[src/rtl/product_accumulator.sv]
// product_accumulator
//   Sums a frame of unsigned products (one per valid cycle, frame closed by
//   product_last or by reaching MAX_TERMS terms) into a wide accumulator and
//   posts each finished {sum, term count} through a 2-entry output buffer with
//   a valid/ready handshake. The input side has no backpressure, so a frame
//   that closes while the buffer is full (and nothing pops) is dropped.
//
// Ports
//   clock          rising-edge clock
//   reset          asynchronous, active-low reset
//   clear          synchronous flush of frame, buffer and sticky flags
//   product        unsigned product (PRODUCT_WIDTH)
//   product_valid  product is valid this cycle
//   product_last   final term of the frame (qualified by product_valid)
//   sum            head-of-buffer frame sum (ACCUM_WIDTH)
//   sum_terms      term count of the head-of-buffer sum (COUNT_WIDTH)
//   sum_valid      buffer non-empty
//   sum_ready      consumer accepts the head entry
//   buffer_count   entries held (0..2)
//   overflow       sticky: some frame carried out of ACCUM_WIDTH
//   dropped        sticky: some frame discarded because the buffer was full
//   overlength     sticky: some frame force-closed at MAX_TERMS
//
// Build option
//   PRODUCT_ACCUMULATOR_SATURATE_EN: when defined, a carry-out clamps the
//   accumulator to all-ones for the rest of the frame; otherwise it wraps.

module product_accumulator #(
  parameter int PRODUCT_WIDTH = 36,
  parameter int ACCUM_WIDTH   = 48,
  parameter int MAX_TERMS     = 256,
  parameter int COUNT_WIDTH   = $clog2(MAX_TERMS) + 1
) (
  input  logic                     clock,
  input  logic                     reset,
  input  logic                     clear,
  input  logic [PRODUCT_WIDTH-1:0] product,
  input  logic                     product_valid,
  input  logic                     product_last,
  output logic [ACCUM_WIDTH-1:0]   sum,
  output logic [COUNT_WIDTH-1:0]   sum_terms,
  output logic                     sum_valid,
  input  logic                     sum_ready,
  output logic [1:0]               buffer_count,
  output logic                     overflow,
  output logic                     dropped,
  output logic                     overlength
);

  localparam logic [COUNT_WIDTH-1:0] MAX_COUNT = COUNT_WIDTH'(MAX_TERMS);

  typedef enum logic {IDLE, ACCUM} state_t;

  state_t                   state_reg, state_next;
  logic [ACCUM_WIDTH-1:0]   acc_reg, acc_next;
  logic [COUNT_WIDTH-1:0]   count_reg, count_next;
  logic [ACCUM_WIDTH:0]     add_wide;
  logic                     carry;
  logic                     frame_close;
  logic                     forced_close;

  // Buffer: slot 0 is always the head; a pop shifts slot 1 down.
  logic [ACCUM_WIDTH-1:0]   buf_sum_reg   [2];
  logic [COUNT_WIDTH-1:0]   buf_terms_reg [2];
  logic [1:0]               fill_reg, fill_next;
  logic                     pop;
  logic                     push_ok;
  logic                     push_drop;
  logic                     wr_slot;

  logic                     overflow_reg;
  logic                     dropped_reg;
  logic                     overlength_reg;

  // Frame accumulation: in IDLE the first term loads rather than adds, so the
  // stale accumulator from the previous frame is never used.
  always_comb begin
    state_next   = state_reg;
    acc_next     = acc_reg;
    count_next   = count_reg;
    carry        = 1'b0;
    frame_close  = 1'b0;
    forced_close = 1'b0;
    add_wide     = {1'b0, ((state_reg == IDLE) ? {ACCUM_WIDTH{1'b0}} : acc_reg)}
                 + {{(ACCUM_WIDTH + 1 - PRODUCT_WIDTH){1'b0}}, product};
    if (product_valid) begin
      count_next = (state_reg == IDLE) ? COUNT_WIDTH'(1) : count_reg + COUNT_WIDTH'(1);
      carry      = add_wide[ACCUM_WIDTH];
`ifdef PRODUCT_ACCUMULATOR_SATURATE_EN
      // Once clamped at all-ones, any further non-zero term carries again,
      // so the clamp persists to the end of the frame without extra state.
      acc_next   = carry ? {ACCUM_WIDTH{1'b1}} : add_wide[ACCUM_WIDTH-1:0];
`else
      acc_next   = add_wide[ACCUM_WIDTH-1:0];
`endif
      frame_close  = product_last || (count_next == MAX_COUNT);
      forced_close = !product_last && (count_next == MAX_COUNT);
      state_next   = frame_close ? IDLE : ACCUM;
    end
  end

  // Buffer control: a push while full is accepted only when the head pops in
  // the same cycle.
  always_comb begin
    pop       = (fill_reg != 2'd0) && sum_ready;
    push_ok   = frame_close && ((fill_reg != 2'd2) || pop);
    push_drop = frame_close && (fill_reg == 2'd2) && !pop;
    wr_slot   = (fill_reg == 2'd2) || ((fill_reg == 2'd1) && !pop);
    fill_next = fill_reg;
    if (push_ok && !pop) begin
      fill_next = fill_reg + 2'd1;
    end else if (pop && !push_ok) begin
      fill_next = fill_reg - 2'd1;
    end
  end

  always_ff @(posedge clock or negedge reset) begin
    if (!reset) begin
      state_reg <= IDLE;
      acc_reg   <= '0;
      count_reg <= '0;
    end else if (clear) begin
      state_reg <= IDLE;
      acc_reg   <= '0;
      count_reg <= '0;
    end else begin
      state_reg <= state_next;
      acc_reg   <= acc_next;
      count_reg <= count_next;
    end
  end

  always_ff @(posedge clock or negedge reset) begin
    if (!reset) begin
      for (int i = 0; i < 2; i++) begin
        buf_sum_reg[i]   <= '0;
        buf_terms_reg[i] <= '0;
      end
      fill_reg <= 2'd0;
    end else if (clear) begin
      for (int i = 0; i < 2; i++) begin
        buf_sum_reg[i]   <= '0;
        buf_terms_reg[i] <= '0;
      end
      fill_reg <= 2'd0;
    end else begin
      if (pop) begin
        buf_sum_reg[0]   <= buf_sum_reg[1];
        buf_terms_reg[0] <= buf_terms_reg[1];
      end
      // Later assignment wins when the new entry lands in slot 0.
      if (push_ok) begin
        if (wr_slot) begin
          buf_sum_reg[1]   <= acc_next;
          buf_terms_reg[1] <= count_next;
        end else begin
          buf_sum_reg[0]   <= acc_next;
          buf_terms_reg[0] <= count_next;
        end
      end
      fill_reg <= fill_next;
    end
  end

  always_ff @(posedge clock or negedge reset) begin
    if (!reset) begin
      overflow_reg   <= 1'b0;
      dropped_reg    <= 1'b0;
      overlength_reg <= 1'b0;
    end else if (clear) begin
      overflow_reg   <= 1'b0;
      dropped_reg    <= 1'b0;
      overlength_reg <= 1'b0;
    end else begin
      if (carry)        overflow_reg   <= 1'b1;
      if (push_drop)    dropped_reg    <= 1'b1;
      if (forced_close) overlength_reg <= 1'b1;
    end
  end

  assign sum          = buf_sum_reg[0];
  assign sum_terms    = buf_terms_reg[0];
  assign sum_valid    = (fill_reg != 2'd0);
  assign buffer_count = fill_reg;
  assign overflow     = overflow_reg;
  assign dropped      = dropped_reg;
  assign overlength   = overlength_reg;

endmodule

[config.mk]
export PLATFORM = sky130hd
export DESIGN_NAME = product_accumulator
export DESIGN_NICKNAME = d
export VERILOG_FILES = /design/src/rtl/product_accumulator.sv
export SDC_FILE = /design/constraint.sdc
export NUM_CORES = 1
export LEC_CHECK = 0
export ABC_AREA = 1
export BUFFER_PORTS_ARGS = -buffer_cell sky130_fd_sc_hd__buf_2
export CORE_ASPECT_RATIO = 0.7
export CORE_MARGIN = 1
export CORE_UTILIZATION = 61
export DETAILED_ROUTE_END_ITERATION = 8
export GPL_TIMING_DRIVEN = 1
export PLACE_DENSITY = 0.81
export SYNTH_ARGS = -nofsm -noshare
export SYNTH_HDL_FRONTEND = slang
export SYNTH_SLANG_ARGS = --single-unit
[constraint.sdc]
create_clock -name clock -period 3 [get_ports clock]
set_input_delay 0.6 -clock clock [delete_from_list [all_inputs] [get_ports clock]]
set_output_delay 0.6 -clock clock [all_outputs]
set_load 0.05 [all_outputs]
==> impl_summary.md <==
Floorplan
After floorplanning, the core was sized to cover about 19000 um2. The width of the die is approximately 170 um. The initial utilization of the core area, before any placement, comes to 0.636. The y dimension of the die is ~120 um.

Row generation in the floorplan step produced 42 rows. The die area is ~21000 um2. Pin placement for this block handled between 100 and 150 I/O pins.

Place
In this run the cell area measured after placement is ~13000 um2. The final weighted congestion in routability-driven placement is roughly 1.0. The number of buffers inserted by port buffering is 104.

The instance count after placement with tap cells included is 2161. Prior to clock tree synthesis, the placed netlist has a worst setup slack of 0.00996 ns. Detailed placement ended at an HPWL of approximately 26000 um.

Synth
Of all cell types, the one taking the most synthesized area is sky130_fd_sc_hd__dfrtp_1. Of the total synthesized cell area, the portion taken by XOR and XNOR cells is 0.00786. Of the total synthesized cell area, the portion taken by full adders, half adders and majority gates is 0.0425. Counting flops with a built-in enable in the synthesized netlist gives 0. The fraction of synthesized cell area taken by the top area cell type is 0.361.

The complex-gate fraction of the synthesized area is 0.0734. The largest family of logic cells by synthesized area is simple AND/OR/NAND/NOR gates. After synthesis the netlist holds a flip-flop and latch count of around 180. The most instantiated flip-flop cell in the synthesis netlist is sky130_fd_sc_hd__dfrtp_1. Of the post-synthesis cell area, the part taken by muxes is 0.0171.

The number of different library cells in the post-synthesis netlist is 33. Of the synthesized area, sequential elements account for 0.361. The simple-gate share of the synthesized area is 0.359. Counting every net in the synthesized netlist gives a little under 2000.

The proportion of synthesized flip-flops having asynchronous set or reset is 1.00. By area the synthesized netlist is led by sky130_fd_sc_hd__dfrtp_1, sky130_fd_sc_hd__nand2_1, sky130_fd_sc_hd__nor2_1, sky130_fd_sc_hd__inv_1, sky130_fd_sc_hd__nand3_1. For this run, the number of Yosys warnings is 0.

The post-synthesis instance total is between 1500 and 2000. After synthesis, the mean cell area works out to 6.52 um2. Summing every instance area after synthesis gives 12300 um2.

Timing
In the finished design, the share of the clock period the worst path needs comes to 0.966. Setup repair after global routing could not meet its margin everywhere. The highest clock frequency the design can meet is approximately 340 MHz. The total count of hold-check failures in the final report is 0. The final max-slew violation count is 0. The clock period minus worst slack is approximately 2.9 ns. The worst setup skew after layout is roughly 0.012 ns.

For the pin with the worst max-slew slack, the measured transition is 0.903 ns. Setup slack closes at 0.101 ns. Setup violations remaining at the end of the flow were counted as 0. The remaining max-slew budget at the tightest pin is 0.396. Setup total negative slack on the finished layout was measured at 0 ns.

Clocking
The maximum clock path buffer count is 2. CTS placed an instance of sky130_fd_sc_hd__clkbuf_16 at the clock tree root. TritonCTS built the clock tree. The clock sink total is around 180. The number of buffers created by CTS is 17. The H-tree was split into 4 levels.

The clock reaches the later pin of the worst-skew pair after between 0.4 and 0.5 ns. The clock-pin transition on the worst setup and hold timing paths is ~0.070 ns. For this design, the CTS-stage hold fixing added 0 buffers.

Layout
The multi-input combinational cells in the finished layout cover a total of ~6300 um2. Of the cells placed in the final design, the portion with a size suffix greater than 1 is 0.120. The library cells used most frequently in the layout, excluding fill and tap cells, are sky130_fd_sc_hd__nand2_1, sky130_fd_sc_hd__nor2_1, sky130_fd_sc_hd__inv_1. The final design instance area without fill is between 10000 and 15000 um2. For this run, the post-layout net count is roughly 2000. The area growth from synthesis to layout is 9.71%. In the final layout, flip-flops and latches occupy 4430 um2.

Fill cells in the final layout number between 1500 and 2000. The most frequent standard cell in the layout excluding fill and tap cells is sky130_fd_sc_hd__nand2_1. The number of antenna repair diodes is 0.

The count of non-filler cells in the finished layout is approximately 2200.

Critical path
The maximum fanout along the worst path is 6. The critical path startpoint category is a flip-flop. The worst path buffer plus inverter count is 5. At the worst endpoint, the arrival time is 3.22 ns. In this run the critical register-to-register path is captured at sum[43]$_DFF_PN0_. Traced cell by cell, the critical path runs through buf_2 > nand2_1 > inv_1 > ha_1 > nand2_1 > buf_4 > nor2_1 > buf_4 > nand2_1 > inv_1 > nand2_1 > nand2_1 > nand2_1 > nand3_1 > nand2_1 > nand2_1 > nand2_1 > nor2_1 > nor2_1. The most repeated library cell on the critical path is sky130_fd_sc_hd__nand2_1. On the critical path the largest part of the delay comes from simple AND/OR/NAND/NOR gates.

The kind of critical path is flip-flop to flip-flop. The worst reg2reg path startpoint is state_reg$_DFFE_PN0P_. At the worst endpoint, the required time is ~3.3 ns. The flop-to-flop setup slack is 0.10 ns. STA classifies the critical path endpoint as a flip-flop. The worst register-to-register path has a depth of 19.

The maximum cell stage delay along the critical path is around 0.54 ns. The cell type of the slowest stage on the worst timing path is sky130_fd_sc_hd__dfrtp_4.

Route
The iteration count of the initial detailed-routing pass is 6. The count of nets left with antenna violations after detail routing is 0. In the routed design, unresolved DRC markers number 0. The routed wire length is 36400 um. The final route contains 12200 vias.

After the first detailed-routing iteration, the DRC count stood at between 1000 and 1500. The post-detailed-route wirelength per cell is around 17 um. After detailed routing, the number of vias per cell comes to about 5.6.

Worst hold path
The worst min-delay path category is input port to async pin.

Global routing
The overall track demand over capacity in global routing is 0.362. The initial antenna violation count is 0. The layer with the highest usage is met2. After global routing the overflow that remains totals 0. The via count of the first global-routing pass is roughly 11000. The global-route wire length before repair is approximately 58000 um. Entering global routing, the biggest net connects 79 pins. In the global route stage, met3 resource usage came out at 0.0858.

For this run, global-route usage on met2 was measured as 0.553. In the global route stage, met1 resource usage came out at 0.502.

Power and ir drop
For this design the static power due to leakage is 7.95 nW. The power density over the cells is 572 nW/um2. IR analysis of the VDD net gives a maximum drop of roughly 0.40 mV.

Flow run
Across the run, the number of max-cap violations was 0.

Run status
The flow ran to the end, and the final reports show no timing, DRC or antenna violations.
## Yosys cell counts, drive strengths merged, types with 15 or more instances
cell,count
a21oi,79
buf,85
clkbuf,46
dfrtp,177
ha,40
inv,245
mux2i,21
nand2,609
nand3,152
nor2,267
nor3,15
o21ai,73
## per-stage QoR
| step | util | power, mW | hold slack (ns) |
|---|---|---|---|
| finish | 0.697 | 7.70 | 0.119 |
| detailed placement | 0.661 | 5.50 | 0.482 |
| global placement | 0.661 | 5.46 | 0.473 |
| global route | 0.697 | 8.05 | 0.152 |
| floorplan | - | 5.01 | 0.304 |
| CTS | 0.690 | 7.65 | 0.126 |
## area by class of cell
class                   count  share of cell area
clock buffers              18              0.0319
clock inverters            14             0.00968
inverters                 246              0.0688
multi-input cells        1326               0.465
flip-flops and latches    177               0.330
well taps                 264              0.0246
repair buffers            153              0.0706
## how the worst max path moves through the flow
stage | start | to | slack, ns | cells after the start
after CTS | state_reg$_DFFE_PN0P_ | sum[43]$_DFF_PN0_ | 0.01 | 15
after floorplan | state_reg$_DFFE_PN0P_ | sum[46]$_DFF_PN0_ | 0.24 | 19
final | state_reg$_DFFE_PN0P_ | sum[43]$_DFF_PN0_ | 0.10 | 19
after detailed placement | state_reg$_DFFE_PN0P_ | sum[43]$_DFF_PN0_ | 0.01 | 15
after global placement | state_reg$_DFFE_PN0P_ | sum[41]$_DFF_PN0_ | 0.05 | 15
after global routing | state_reg$_DFFE_PN0P_ | sum[47]$_DFF_PN0_ | -0.04 | 18
## where the power goes
| group | switching [mW] | total, mW | internal (mW) |
|---|---|---|---|
| combinational | 1.98 | 2.70 | 0.719 |
| sequential | 0.194 | 2.84 | 2.65 |
| clock | 1.00 | 2.16 | 1.15 |
## kinds of logic (layout without fill, tap and decap cells)
| logic type | Yosys count | after routing |
|---|---|---|
| compound gates | 171 | 171 |
| xor+xnor | 11 | 11 |
| fa+ha+maj | 41 | 41 |
| buf+inv | 377 | 431 |
| flops | 177 | 177 |
| mux | 21 | 21 |
| simple gates | 1082 | 1082 |
## metal layers
layer / vias up / part of all wire
met5: - / 0
met4: 0 / 0.025
met3: 64 / 0.10
met2: 605 / 0.44
met1: 5680 / 0.44
li1: 5863 / -
## what timing repair did
item | 4_1_cts | 5_1_grt
pin swaps | 0 | 3
setup endpoints to repair | 2 | 70
setup buffers | 0 | 5
resized for setup | 1 | 31
endpoints found under the hold margin | 0 | 0
Note: power is estimated with default switching activity, not from simulation.
